==> config.mk <==
export PLATFORM = sky130hd
export DESIGN_NAME = vga_disp_arbiter_flat
export DESIGN_NICKNAME = d
export VERILOG_FILES = /design/src/rtl/vga_disp_arbiter_if.sv /design/src/rtl/vga_disp_arbiter.sv /design/src/flat_wrapper.sv
export SDC_FILE = /design/constraint.sdc
export NUM_CORES = 1
export LEC_CHECK = 0
export CAP_MARGIN = 25
export CELL_PAD_IN_SITES_DETAIL_PLACEMENT = 0
export CELL_PAD_IN_SITES_GLOBAL_PLACEMENT = 1
export CORE_MARGIN = 3
export CORE_UTILIZATION = 30
export CTS_CLUSTER_SIZE = 20
export DETAILED_ROUTE_END_ITERATION = 7
export PLACE_DENSITY = 0.53
export SLEW_MARGIN = 40
export SYNTH_ARGS = -nofsm -noshare
export SYNTH_HDL_FRONTEND = slang
export SYNTH_SLANG_ARGS = --single-unit
==> constraint.sdc <==
create_clock -name clk -period 7.2 [get_ports clk]
set_input_delay 2.16 -clock clk [delete_from_list [all_inputs] [get_ports clk]]
set_output_delay 2.16 -clock clk [all_outputs]
set_load 0.005 [all_outputs]
==> src/rtl/vga_disp_arbiter_if.sv <==
// vga_disp_arbiter_if
//   Write-side bundle between the two display-word requesters and the
//   display-register arbiter.
//   Port 0 (pipeline debug tap) and port 1 (serial/monitor console) each carry
//   req/addr/data towards the arbiter and get a one-cycle ack back.
//   Modports:
//     master - requester side: drives req/addr/data, observes ack
//     slave  - arbiter side:   observes req/addr/data, drives ack
interface vga_disp_arbiter_if #(
    parameter int unsigned AW = 3,
    parameter int unsigned DW = 16
);
    logic          req0;
    logic [AW-1:0] addr0;
    logic [DW-1:0] data0;
    logic          ack0;
    logic          req1;
    logic [AW-1:0] addr1;
    logic [DW-1:0] data1;
    logic          ack1;

    modport master (
        output req0, addr0, data0,
        input  ack0,
        output req1, addr1, data1,
        input  ack1
    );

    modport slave (
        input  req0, addr0, data0,
        output ack0,
        input  req1, addr1, data1,
        output ack1
    );
endinterface

==> src/rtl/vga_disp_arbiter.sv <==
// vga_disp_arbiter
//   Double-buffered display register file shared by two write requesters.
//   Writes land in a shadow bank under round-robin arbitration; the shadow
//   bank is copied into the active bank on entry to vertical blank (only if
//   it was written since the last copy), so the painter never sees a torn
//   frame.
//   Ports:
//     clk        - system clock (scanner clock)
//     rst        - synchronous active-low reset
//     y          - current scan line from the scanner
//     wr         - write bundle (slave side): req/addr/data/ack for ports 0 and 1
//     rd_addr    - painter read address
//     rd_data    - active-bank word at rd_addr (combinational)
//     frame_swap - one-cycle pulse in the cycle after a commit
//     dirty      - shadow bank has been written since the last commit
//     frame_cnt  - number of commits, modulo 256
module vga_disp_arbiter #(
    parameter int unsigned WORDS    = 8,
    parameter int unsigned AW       = 3,
    parameter int unsigned DW       = 16,
    parameter int unsigned V_ACTIVE = 480
) (
    input  logic                 clk,
    input  logic                 rst,
    input  logic [10:0]          y,
    vga_disp_arbiter_if.slave    wr,
    input  logic [AW-1:0]        rd_addr,
    output logic [DW-1:0]        rd_data,
    output logic                 frame_swap,
    output logic                 dirty,
    output logic [7:0]           frame_cnt
);

    localparam logic [10:0] V_ACTIVE_L = 11'(V_ACTIVE);

    typedef enum logic {
        ST_ACTIVE = 1'b0,
        ST_BLANK  = 1'b1
    } state_t;

    state_t          state_q, state_d;
    logic            blank_cmp_q;
    logic [DW-1:0]   shadow_q [WORDS];
    logic [DW-1:0]   active_q [WORDS];
    logic            ack0_q, ack1_q;
    logic            last_q;
    logic            dirty_q, dirty_d;
    logic            swap_q;
    logic [7:0]      cnt_q;

    logic            elig0, elig1;
    logic            gnt0, gnt1;
    logic [AW-1:0]   wr_addr;
    logic [DW-1:0]   wr_data;
    logic            wr_in_range;
    logic            wr_en;
    logic            commit;

    // A port whose ack is showing is not eligible, so a requester that is
    // still dropping req cannot be served twice.
    always_comb begin
        elig0       = wr.req0 & ~ack0_q;
        elig1       = wr.req1 & ~ack1_q;
        // On a tie the port other than the last one served wins.
        gnt0        = elig0 & (~elig1 | last_q);
        gnt1        = elig1 & (~elig0 | ~last_q);
        wr_addr     = gnt1 ? wr.addr1 : wr.addr0;
        wr_data     = gnt1 ? wr.data1 : wr.data0;
        wr_in_range = 32'(wr_addr) < WORDS;
        wr_en       = (gnt0 | gnt1) & wr_in_range;
    end

    // Blank tracking: the commit fires on the ACTIVE->BLANK transition,
    // decided on the registered line compare.
    always_comb begin
        state_d = state_q;
        commit  = 1'b0;
        case (state_q)
            ST_ACTIVE: begin
                if (blank_cmp_q) begin
                    state_d = ST_BLANK;
                    commit  = dirty_q;
                end
            end
            ST_BLANK: begin
                if (!blank_cmp_q) begin
                    state_d = ST_ACTIVE;
                end
            end
            default: state_d = ST_ACTIVE;
        endcase
    end

    // A grant on the commit edge keeps dirty set: that write is only in the
    // shadow bank and still has to be committed at the next blank entry.
    always_comb begin
        dirty_d = dirty_q;
        if (wr_en) begin
            dirty_d = 1'b1;
        end else if (commit) begin
            dirty_d = 1'b0;
        end
    end

    always_ff @(posedge clk) begin
        if (!rst) begin
            state_q     <= ST_ACTIVE;
            blank_cmp_q <= 1'b0;
            ack0_q      <= 1'b0;
            ack1_q      <= 1'b0;
            last_q      <= 1'b1;
            dirty_q     <= 1'b0;
            swap_q      <= 1'b0;
            cnt_q       <= '0;
        end else begin
            state_q     <= state_d;
            blank_cmp_q <= (y >= V_ACTIVE_L);
            ack0_q      <= gnt0;
            ack1_q      <= gnt1;
            if (gnt0 | gnt1) begin
                last_q <= gnt1;
            end
            dirty_q     <= dirty_d;
            swap_q      <= commit;
            if (commit) begin
                cnt_q <= cnt_q + 8'd1;
            end
        end
    end

    always_ff @(posedge clk) begin
        if (!rst) begin
            for (int unsigned i = 0; i < WORDS; i++) begin
                shadow_q[i] <= '0;
            end
        end else if (wr_en) begin
            shadow_q[wr_addr] <= wr_data;
        end
    end

    // The copy sees the shadow bank as it was before this edge, so a write
    // granted on the same edge is not part of this frame.
    always_ff @(posedge clk) begin
        if (!rst) begin
            for (int unsigned i = 0; i < WORDS; i++) begin
                active_q[i] <= '0;
            end
        end else if (commit) begin
            active_q <= shadow_q;
        end
    end

    always_comb begin
        rd_data = '0;
        if (32'(rd_addr) < WORDS) begin
            rd_data = active_q[rd_addr];
        end
    end

    assign wr.ack0    = ack0_q;
    assign wr.ack1    = ack1_q;
    assign frame_swap = swap_q;
    assign dirty      = dirty_q;
    assign frame_cnt  = cnt_q;

endmodule

==> src/flat_wrapper.sv <==
// flat-port wrapper written by rule: the top's interface ports become plain ports
module vga_disp_arbiter_flat 
#(
    parameter int unsigned WORDS    = 8,
    parameter int unsigned AW       = 3,
    parameter int unsigned DW       = 16,
    parameter int unsigned V_ACTIVE = 480
)
  (clk, rst, y, rd_addr, rd_data, frame_swap, dirty, frame_cnt, wr_req0, wr_addr0, wr_data0, wr_ack0, wr_req1, wr_addr1, wr_data1, wr_ack1);
  vga_disp_arbiter_if #(.AW(AW), .DW(DW)) wr_i ();
  input  logic clk;
  input  logic rst;
  input  logic [10:0] y;
  input  logic [AW-1:0] rd_addr;
  output logic [DW-1:0] rd_data;
  output logic frame_swap;
  output logic dirty;
  output logic [7:0] frame_cnt;
  input wire logic [$bits(wr_i.req0)-1:0] wr_req0;
  input wire logic [$bits(wr_i.addr0)-1:0] wr_addr0;
  input wire logic [$bits(wr_i.data0)-1:0] wr_data0;
  output wire logic [$bits(wr_i.ack0)-1:0] wr_ack0;
  input wire logic [$bits(wr_i.req1)-1:0] wr_req1;
  input wire logic [$bits(wr_i.addr1)-1:0] wr_addr1;
  input wire logic [$bits(wr_i.data1)-1:0] wr_data1;
  output wire logic [$bits(wr_i.ack1)-1:0] wr_ack1;
  assign wr_i.req0 = wr_req0;
  assign wr_i.addr0 = wr_addr0;
  assign wr_i.data0 = wr_data0;
  assign wr_ack0 = wr_i.ack0;
  assign wr_i.req1 = wr_req1;
  assign wr_i.addr1 = wr_addr1;
  assign wr_i.data1 = wr_data1;
  assign wr_ack1 = wr_i.ack1;
  vga_disp_arbiter #(.WORDS(WORDS), .AW(AW), .DW(DW), .V_ACTIVE(V_ACTIVE)) u_core (.clk(clk), .rst(rst), .y(y), .wr(wr_i), .rd_addr(rd_addr), .rd_data(rd_data), .frame_swap(frame_swap), .dirty(dirty), .frame_cnt(frame_cnt));
endmodule
==> flow_summary.yaml, run 1 <==
global_route:
  antenna_found_initial: 0
  met2_usage_pct: 28.64
  grt_overflow: 0
  grt_use_met3_pct: 2.229
  use_met1_pct: 21.04
  grtUsageTotal_pct: 16.09
  grt_pass1_vias: 8216
  grt_pass1_wl_mm: 49.47
  grt_max_degree: 89
  busiest_layer: "met2"
sta:
  hold_viol_final: 0
  finalSetupViolCount: 0
  finalCritPeriodShare_pct: 87.13
  max_slew_margin_pct: 46.84
  whs_ns: 0.4305
  tns_ns: 0
  skew_ns: 0.02624
  min_period_ns: 6.273
  worstMarginPinSlew_ns: 0.7944
  rsz0062_at_grt: "false"
  slew_viol_final: 0
  max_freq_ghz: 0.1594
cts:
  cts_made_buffers: 31
  clock-sinks: 271
  post_cts_buffers: 0
  ctsHtreeMaxLevel: 1
  clk_pin_slew_ns: 0.06
  cts-hold-fix-buffers: 0
  cts_tree: "built"
  cts_resized: 0
  clockRootBuffer: "clkbuf_16"
  clock_latency_ns: 0.58
  cts_buffer_depth: 3
power_and_ir_drop:
  sw_frac_of_total_pct: 24.15
  combPwrFrac_pct: 7.9
  total_leakage_power_nw: 4.432
  vdd_drop_max_mv: 0.1819
  pwr-share-clk_pct: 46.7
  power_switching_mw: 0.8231
  p_per_area_nw_per_um2: 255.2
  pwr-share-seq_pct: 45.4
  intPower_mw: 2.585
final_layout:
  final_common_cell: "nand2_1"
  nNetsFinal: 1274
  areaGrowthSynthToFinish_pct: 20.49
  layout_common_cells: "405 x nand2_1, 271 x dfxtp_1, 128 x mux2i_1, 101 x a21oi_1, 75 x clkdlybuf4s50_1"
  drive_gt1_share_pct: 12.10
  num_antenna_cells: 0
  nFillCells: 3610
floorplan:
  die-height_um: 198.2
  pin_count: 84
  core_um2: 36000
  start_util_pct: 30.79
  die_width_um: 198.2
  die_area_um2: 39290
  rows: 69
yosys:
  ys_types: 38
  synthesis.instances: 1172
  synth-seq-cells: 271
  synth_area_um2: 11080
  ys_warn_count: 0
  avgSynthCellArea_um2: 9.457
  syn_nets: 1229
  yosysSeqAreaShare_pct: 48.95
place:
  place_congestion: 0.6869
  io_buffers: 78
  dp_hpwl_mm: 17.55
critical_path:
  arrival_ns: 4.11
  cp-start-kind: "input pin"
  critical_path_class: "in -> out"
  critical_path_required_ns: 5.04
  worstSetupEndpointType: "output pin"
  worstPathMaxFanout: 20
routing:
  drtIter0Drc: 420
  route.detailed.drc: 0
  drt_pre_antenna_iters: 4
  wl_mm: 31.09
  avgViaCountPerCell: 4.746
  avgRoutedWirePerCell_um: 18.28
  drtAntennaViolNets: 0
  vias: 8073
min_path:
  hp-class: "reg -> reg"
job:
  drv_cap: 0
status:
  outcome: "complete, no violations"
-- synthesized netlist by cell type, drive strengths merged --
cell type	n	area, µm²
a211oi	16	120.1
a21boi	30	225.2
a21o	1	7.510
a21oi	101	505.5
a31oi	16	100.1
and2	3	18.77
and2b	1	7.510
and3	1	6.260
and3b	1	8.760
and4	1	8.760
buf	23	167.7
clkbuf	70	262.8
dfxtp	271	5425
ha	1	12.51
inv	2	7.510
mux2	16	180.2
mux2i	128	1281
mux4	32	720.7
nand2	405	1520
nand2b	4	32.53
nand3	3	15.01
nand3b	1	7.510
nand4	3	18.77
nor2	12	45.04
nor2b	3	18.77
o2111ai	8	70.07
o211a	1	10.01
o211ai	1	7.510
o21ai	1	8.760
o31ai	4	85.08
o41ai	4	110.1
or3	1	6.260
xnor2	1	8.760
xor2	6	52.55
-- per-stage QoR --
step	instances	util (%)	total power [mW]	setup WS [ns]	instance area, µm²
after detailed placement	1645	34.20	1.855	0.8699	12310
after floorplan	1172	-	1.738	1.570	11080
final	1701	37.09	3.409	0.9266	13350
after global routing	1701	37.09	3.554	0.8333	13350
after global placement	1644	33.93	1.846	0.8706	12220
after CTS	1701	37.07	3.468	0.8652	13340
-- worst paths after layout --
check,startpoint,to,slack [ns],depth (start not counted)
hold / removal,u_core.shadow_q[87],u_core.active_q[87],0.43,2
setup / recovery,rd_addr[1],rd_data[7],0.93,5
hold reg to reg,u_core.shadow_q[87],u_core.active_q[87],0.43,2
setup reg to reg,u_core.wr.ack1,u_core.shadow_q[13],4.50,6
-- area by class of cell --
| cell class | instances | area [µm²] | share of cell area, % |
|---|---|---|---|
| clock buffers | 45 | 888.4 | 6.652 |
| clock inverters | 11 | 145.1 | 1.087 |
| inverters | 2 | 12.51 | 0.09369 |
| repair buffers | 105 | 1011 | 7.570 |
| flip-flops and latches | 271 | 5425 | 40.63 |
| multi-input cells | 806 | 5295 | 39.65 |
| well taps | 461 | 576.8 | 4.319 |
-- layer usage --
| layer | wire (µm) | up-vias |
|---|---|---|
| met5 | 0 | - |
| met4 | 395 | 0 |
| met3 | 924 | 30 |
| met2 | 15280 | 99 |
| met1 | 14500 | 3873 |
| li1 | - | 4071 |
-- cell families after synthesis --
kind of cell	count (synthesis)	synth area share [%]
muxes	176	19.69
xor gates and xnor gates	7	0.5532
and+or+nand+nor	439	15.47
buffers and inverters	95	3.951
DFF	271	48.95
AOI/OAI and AO/OA	183	11.28
adders and majority gates	1	0.1129
-- power by group through the flow --
stage	clock [mW]	combinational, mW	sequential [mW]
after floorplan	0	0.162	1.58
after global placement	0	0.267	1.58
after detailed placement	0	0.275	1.58
after CTS	1.65	0.275	1.55
after global routing	1.71	0.292	1.55
final	1.59	0.268	1.55
-- sequential cells by signal, indices dropped and copies added, names as in the netlist --
register	count
u_core.active_q	128
u_core.shadow_q	128
u_core.frame_cnt	8
u_core.blank_cmp_q	1
u_core.dirty	1
u_core.frame_swap	1
u_core.last_q	1
u_core.state_q	1
u_core.wr.ack0	1
u_core.wr.ack1	1
-- worst max-delay path: stages --
cell	delay, ns
buf_2	0.52
buf_4	0.31
mux4_2	0.30
mux2_2	0.32
clkdlybuf4s50_1	0.49
No activity file was read; power rests on OpenSTA's default activity.
==> inputs of run 2 (changes only) <==
--- a/config.mk
+++ b/config.mk
@@ -8,10 +8,10 @@
 export CAP_MARGIN = 25
 export CELL_PAD_IN_SITES_DETAIL_PLACEMENT = 0
 export CELL_PAD_IN_SITES_GLOBAL_PLACEMENT = 1
-export CORE_MARGIN = 3
 export CORE_UTILIZATION = 30
 export CTS_CLUSTER_SIZE = 20
 export DETAILED_ROUTE_END_ITERATION = 7
+export GPL_TIMING_DRIVEN = 0
 export PLACE_DENSITY = 0.53
 export SLEW_MARGIN = 40
 export SYNTH_ARGS = -nofsm -noshare
==> run 2 against run 1 <==
Against the previous run: register-to-register slack gained 0.29 ns; utilization up 0.59 points; critical path depth did not move; die area fell by 4.0%; setup slack lost 0.30 ns; cell count is 4.5% higher; count of clock-buffer cells in the layout is the same.
==> flow_summary.yaml, run 2 (synthesis gave the netlist of run 1 again) <==
global_route:
  grt_max_degree: 15
  grtUsageTotal_pct: 19.72
  antenna_found_initial: 0
  grt_pass1_vias: 8505
  grt_overflow: 0
  grt_pass1_wl_mm: 55.59
  use_met1_pct: 26.60
  met2_usage_pct: 33.35
  busiest_layer: "met2"
  grt_use_met3_pct: 2.226
floorplan:
  pin_count: 84
  die-height_um: 194.2
  core_um2: 36520
  die_area_um2: 37720
  start_util_pct: 30.35
  rows: 70
  die_width_um: 194.2
critical_path:
  r2r_start: "u_core.wr.ack1"
  arrival_ns: 4.41
  crit_path_start: "rd_addr[1]"
  worstPathMaxFanout: 10
  cp-start-kind: "input pin"
  critical_path_required_ns: 5.04
  critical_path_class: "in -> out"
  worstSetupEndpointType: "output pin"
final_layout:
  drive_gt1_share_pct: 11.76
  areaGrowthSynthToFinish_pct: 24.17
  nFillCells: 3766
  finalInstanceArea_um2: 13760
  layout_common_cells: "405 x nand2_1, 271 x dfxtp_1, 128 x mux2i_1, 101 x a21oi_1, 74 x clkdlybuf4s50_1"
  nNetsFinal: 1346
  num_antenna_cells: 0
  final_common_cell: "nand2_1"
  instances_no_fill: 1778
place:
  dp_hpwl_mm: 27.51
  dp.cells: 1723
  dpl-instance-area_um2: 12740
  place_congestion: 0.7710
  pre_cts_slack_ns: 0.5705
  io_buffers: 74
routing:
  drtIter0Drc: 428
  drtAntennaViolNets: 0
  avgViaCountPerCell: 4.795
  avgRoutedWirePerCell_um: 20.80
  route.detailed.drc: 0
  vias: 8526
  wl_mm: 36.99
  drt_pre_antenna_iters: 4
sta:
  finalSetupViolCount: 0
  layout_setup_ws_ns: 0.6267
  hold_viol_final: 0
  finalCritPeriodShare_pct: 91.30
  skew_ns: 0.01394
  max_freq_ghz: 0.1521
  worstMarginPinSlew_ns: 0.8315
  slew_viol_final: 0
  max_slew_margin_pct: 44.36
  min_period_ns: 6.573
  tns_ns: 0
  rsz0062_at_grt: "false"
min_path:
  hp-class: "reg -> reg"
  min-delay-start: "u_core.shadow_q[13]"
cts:
  post_cts_buffers: 0
  cts_tree: "built"
  clockRootBuffer: "clkbuf_16"
  cts_buffer_depth: 3
  clk_pin_slew_ns: 0.06
  clock_latency_ns: 0.56
  ctsHtreeMaxLevel: 1
  cts_made_buffers: 31
  cts-hold-fix-buffers: 0
  cts_resized: 0
  clock-sinks: 271
power_and_ir_drop:
  p_per_area_nw_per_um2: 249.6
  vdd_drop_max_mv: 0.1869
  total_leakage_power_nw: 4.546
job:
  drv_cap: 0
status:
  outcome: "complete, no violations"
==> run 2: changes by cell type in the layout (fill, tap and decap cells not counted), moves of 2 or more <==
cell / before / now
clkbuf_2: 0 / 6
buf_4: 22 / 4
a31oi_4: 0 / 13
buf_12: 2 / 0
clkbuf_8: 6 / 8
buf_6: 4 / 11
clkbuf_1: 8 / 70
buf_2: 2 / 5
a31oi_2: 11 / 3
buf_1: 0 / 7
buf_8: 0 / 6
a31oi_1: 5 / 0
==> run 2: critical path: stages <==
cell	delay, ns
clkbuf_1	0.32
buf_1	0.68
mux4_2	0.45
mux2_2	0.33
clkdlybuf4s50_1	0.46
==> run 2: per-stage QoR <==
stage / utilization (%) / total power [mW] / hold WS, ns
2_1_floorplan: - / 1.738 / 0.4321
3_3_place_gp: 33.98 / 1.874 / 0.4391
3_5_place_dp: 34.89 / 1.904 / 0.4409
4_1_cts: 37.64 / 3.482 / 0.4506
5_1_grt: 37.68 / 3.557 / 0.4624
6_report: 37.68 / 3.435 / 0.4483
==> run 2: final timing paths <==
kind	cells after the start	slack, ns	end
setup / recovery	5	0.63	rd_data[4]
setup reg to reg	7	4.79	u_core.shadow_q[46]
hold / removal	2	0.45	u_core.active_q[13]
hold reg to reg	2	0.45	u_core.active_q[13]
==> run 2: cell type report <==
type,instances,area (µm²),share of cell area [%]
clock buffer,45,908.4,6.601
buffer,93,437.9,3.182
tap,468,585.6,4.255
clock inverter,9,95.09,0.6910
inverter,2,7.507,0.05455
sequential,271,5425,39.42
multi-input combinational,806,5434,39.49
timing repair buffer,84,868.3,6.310
==> run 2: report_power, final <==
part,total [mW],internal (mW),switching [mW],leakage (nW)
Sequential,1.55,1.53,0.0171,2.19
Combinational,0.317,0.110,0.206,1.85
Clock,1.57,0.935,0.634,0.502
==> run 2: routing by layer <==
layer	part of all wire, %	vias to the layer above
li1	-	4216
met1	47	4112
met2	47	150
met3	2.9	48
met4	2.5	0
met5	0	-
==> inputs of run 3 (changes only) <==
--- a/config.mk
+++ b/config.mk
@@ -6,13 +6,12 @@
 export NUM_CORES = 1
 export LEC_CHECK = 0
 export CAP_MARGIN = 25
-export CELL_PAD_IN_SITES_DETAIL_PLACEMENT = 0
-export CELL_PAD_IN_SITES_GLOBAL_PLACEMENT = 1
 export CORE_UTILIZATION = 30
+export CTS_CLUSTER_DIAMETER = 80
 export CTS_CLUSTER_SIZE = 20
 export DETAILED_ROUTE_END_ITERATION = 7
 export GPL_TIMING_DRIVEN = 0
-export PLACE_DENSITY = 0.53
+export PLACE_DENSITY = 0.44
 export SLEW_MARGIN = 40
 export SYNTH_ARGS = -nofsm -noshare
 export SYNTH_HDL_FRONTEND = slang
==> run 3 against run 2 <==
Against the previous run: first-iteration DRC count rose by 8.4%; flip-flop and latch count stayed put; sequential power is essentially flat; highest routed layer unchanged; combinational power is 6.3% lower; total power is 14% lower; global-route usage shrank 1.4 points; count of clock-buffer cells in the layout is 25 lower; die area stayed put; setup slack better by 0.038 ns; final area fell by 4.1%.
==> flow_summary.yaml, run 3 (synthesis gave the netlist of run 1 again) <==
cts:
  post_cts_buffers: 0
  clk_pin_slew_ns: 0.09
  cts-hold-fix-buffers: 0
  cts_buffer_depth: 3
  ctsHtreeMaxLevel: 1
  clock-sinks: 271
  clockRootBuffer: "clkbuf_16"
  cts_tree: "built"
  clock_latency_ns: 0.52
  cts_resized: 0
  cts_made_buffers: 19
sta:
  worstMarginPinSlew_ns: 0.9279
  tns_ns: 0
  whs_ns: 0.4436
  finalCritPeriodShare_pct: 90.76
  finalSetupViolCount: 0
  min_period_ns: 6.535
  max_slew_margin_pct: 37.94
  max_freq_ghz: 0.1530
  skew_ns: 0.01743
  layout_setup_ws_ns: 0.6652
  slew_viol_final: 0
  hold_viol_final: 0
  rsz0062_at_grt: "false"
place:
  place_congestion: 0.7956
  dp.cells: 1717
  io_buffers: 74
  pre_cts_slack_ns: 0.6473
  dp_hpwl_mm: 25.30
critical_path:
  crit_family: "buffers and inverters"
  arrival_ns: 4.37
  worst_path_max_delay_cell: "buf_1"
  r2r_start: "u_core.wr.ack1"
  crit_path_start: "rd_addr[1]"
  cp_slowest_stage_delay_ns: 0.67
  regToRegSetupSlack_ns: 4.56
  path_cells: "clkbuf_1 > buf_1 > mux4_2 > mux2_2 > clkdlybuf4s50_1"
  cp_num_buf_inv: 3
  critical_path_required_ns: 5.04
  critical_path_class: "in -> out"
  worstSetupEndpointType: "output pin"
  cp-start-kind: "input pin"
  worstPathMaxFanout: 10
final_layout:
  multi_input_area_um2: 5393
  nFillCells: 3692
  seq_area_um2: 5425
  areaGrowthSynthToFinish_pct: 19.09
  nNetsFinal: 1327
  instances_no_fill: 1746
  final_common_cell: "nand2_1"
  layout_common_cells: "405 x nand2_1, 271 x dfxtp_1, 128 x mux2i_1, 101 x a21oi_1, 74 x clkdlybuf4s50_1"
  drive_gt1_share_pct: 9.710
global_route:
  use_met1_pct: 25.17
  grtUsageTotal_pct: 18.34
  grt_pass1_wl_mm: 52.55
  grt_max_degree: 21
  grt_use_met3_pct: 1.948
  met2_usage_pct: 31.16
  grt_overflow: 0
  busiest_layer: "met2"
  grt_pass1_vias: 8344
  antenna_found_initial: 0
floorplan:
  die_width_um: 194.2
  rows: 70
  die_area_um2: 37720
  die-height_um: 194.2
  pin_count: 84
  start_util_pct: 30.35
  core_um2: 36520
routing:
  drt_pre_antenna_iters: 5
  avgRoutedWirePerCell_um: 19.56
  drtAntennaViolNets: 0
  wl_mm: 34.16
  drtIter0Drc: 464
  route.detailed.drc: 0
  avgViaCountPerCell: 4.783
  vias: 8351
min_path:
  hp-class: "reg -> reg"
  min-delay-start: "u_core.shadow_q[67]"
job:
  drv_cap: 0
status:
  outcome: "complete, no violations"
power_and_ir_drop:
  total_leakage_power_nw: 4.257
  p_per_area_nw_per_um2: 222.7
  vdd_drop_max_mv: 0.1509
-- run 3: changes by cell type in the layout (fill, tap and decap cells not counted), sizes merged --
cell      before  now
clkinvlp       0    1
buf           33   26
clkbuf       115   90
diode          0    1
inv            2    6
bufinv         2    1
clkinv         7    2
-- run 3: final timing paths --
kind | endpoint | cells past startpoint
hold / removal | u_core.active_q[67] | 2
setup reg to reg | u_core.shadow_q[61] | 7
hold reg to reg | u_core.active_q[67] | 2
setup / recovery | rd_data[14] | 5
-- run 3: final cells by class --
class / instances / share of cell area (%)
sequential: 271 / 41.10
multi-input combinational: 806 / 40.86
timing repair buffer: 77 / 5.896
tap: 468 / 4.436
clock buffer: 20 / 3.631
buffer: 93 / 3.289
clock inverter: 8 / 0.7110
inverter: 2 / 0.05688
antenna: 1 / 0.01896
-- run 3: power breakdown --
group | internal, mW | leakage (nW) | switching, mW
Sequential | 1.53 | 2.19 | 0.0167
Clock | 0.531 | 0.279 | 0.566
Combinational | 0.102 | 1.79 | 0.195
Total | 2.16 | 4.26 | 0.777
-- run 3: per-layer routing --
metal  part of all wire, %  up-vias  routed length, µm
met1                    48     4032              16530
met4                   1.7        0                579
met5                     0        -                  0
met2                    47      104              16160
met3                   2.6       31                886
li1                      -     4184                  -
-- run 3: through the flow --
stage / power [mW] / instance area, µm² / utilization (%)
global placement: 1.865 / 12410 / 33.98
finish: 2.939 / 13200 / 36.14
floorplan: 1.738 / 11080 / -
CTS: 2.977 / 13190 / 36.12
global route: 3.055 / 13200 / 36.13
detailed placement: 1.882 / 12620 / 34.55
-- run 3: tightest hold or removal path, cell delays in order, from the launching register on --
cell and delay (ns):
dfxtp_1 0.32, nand2_1 0.05, a21oi_1 0.05
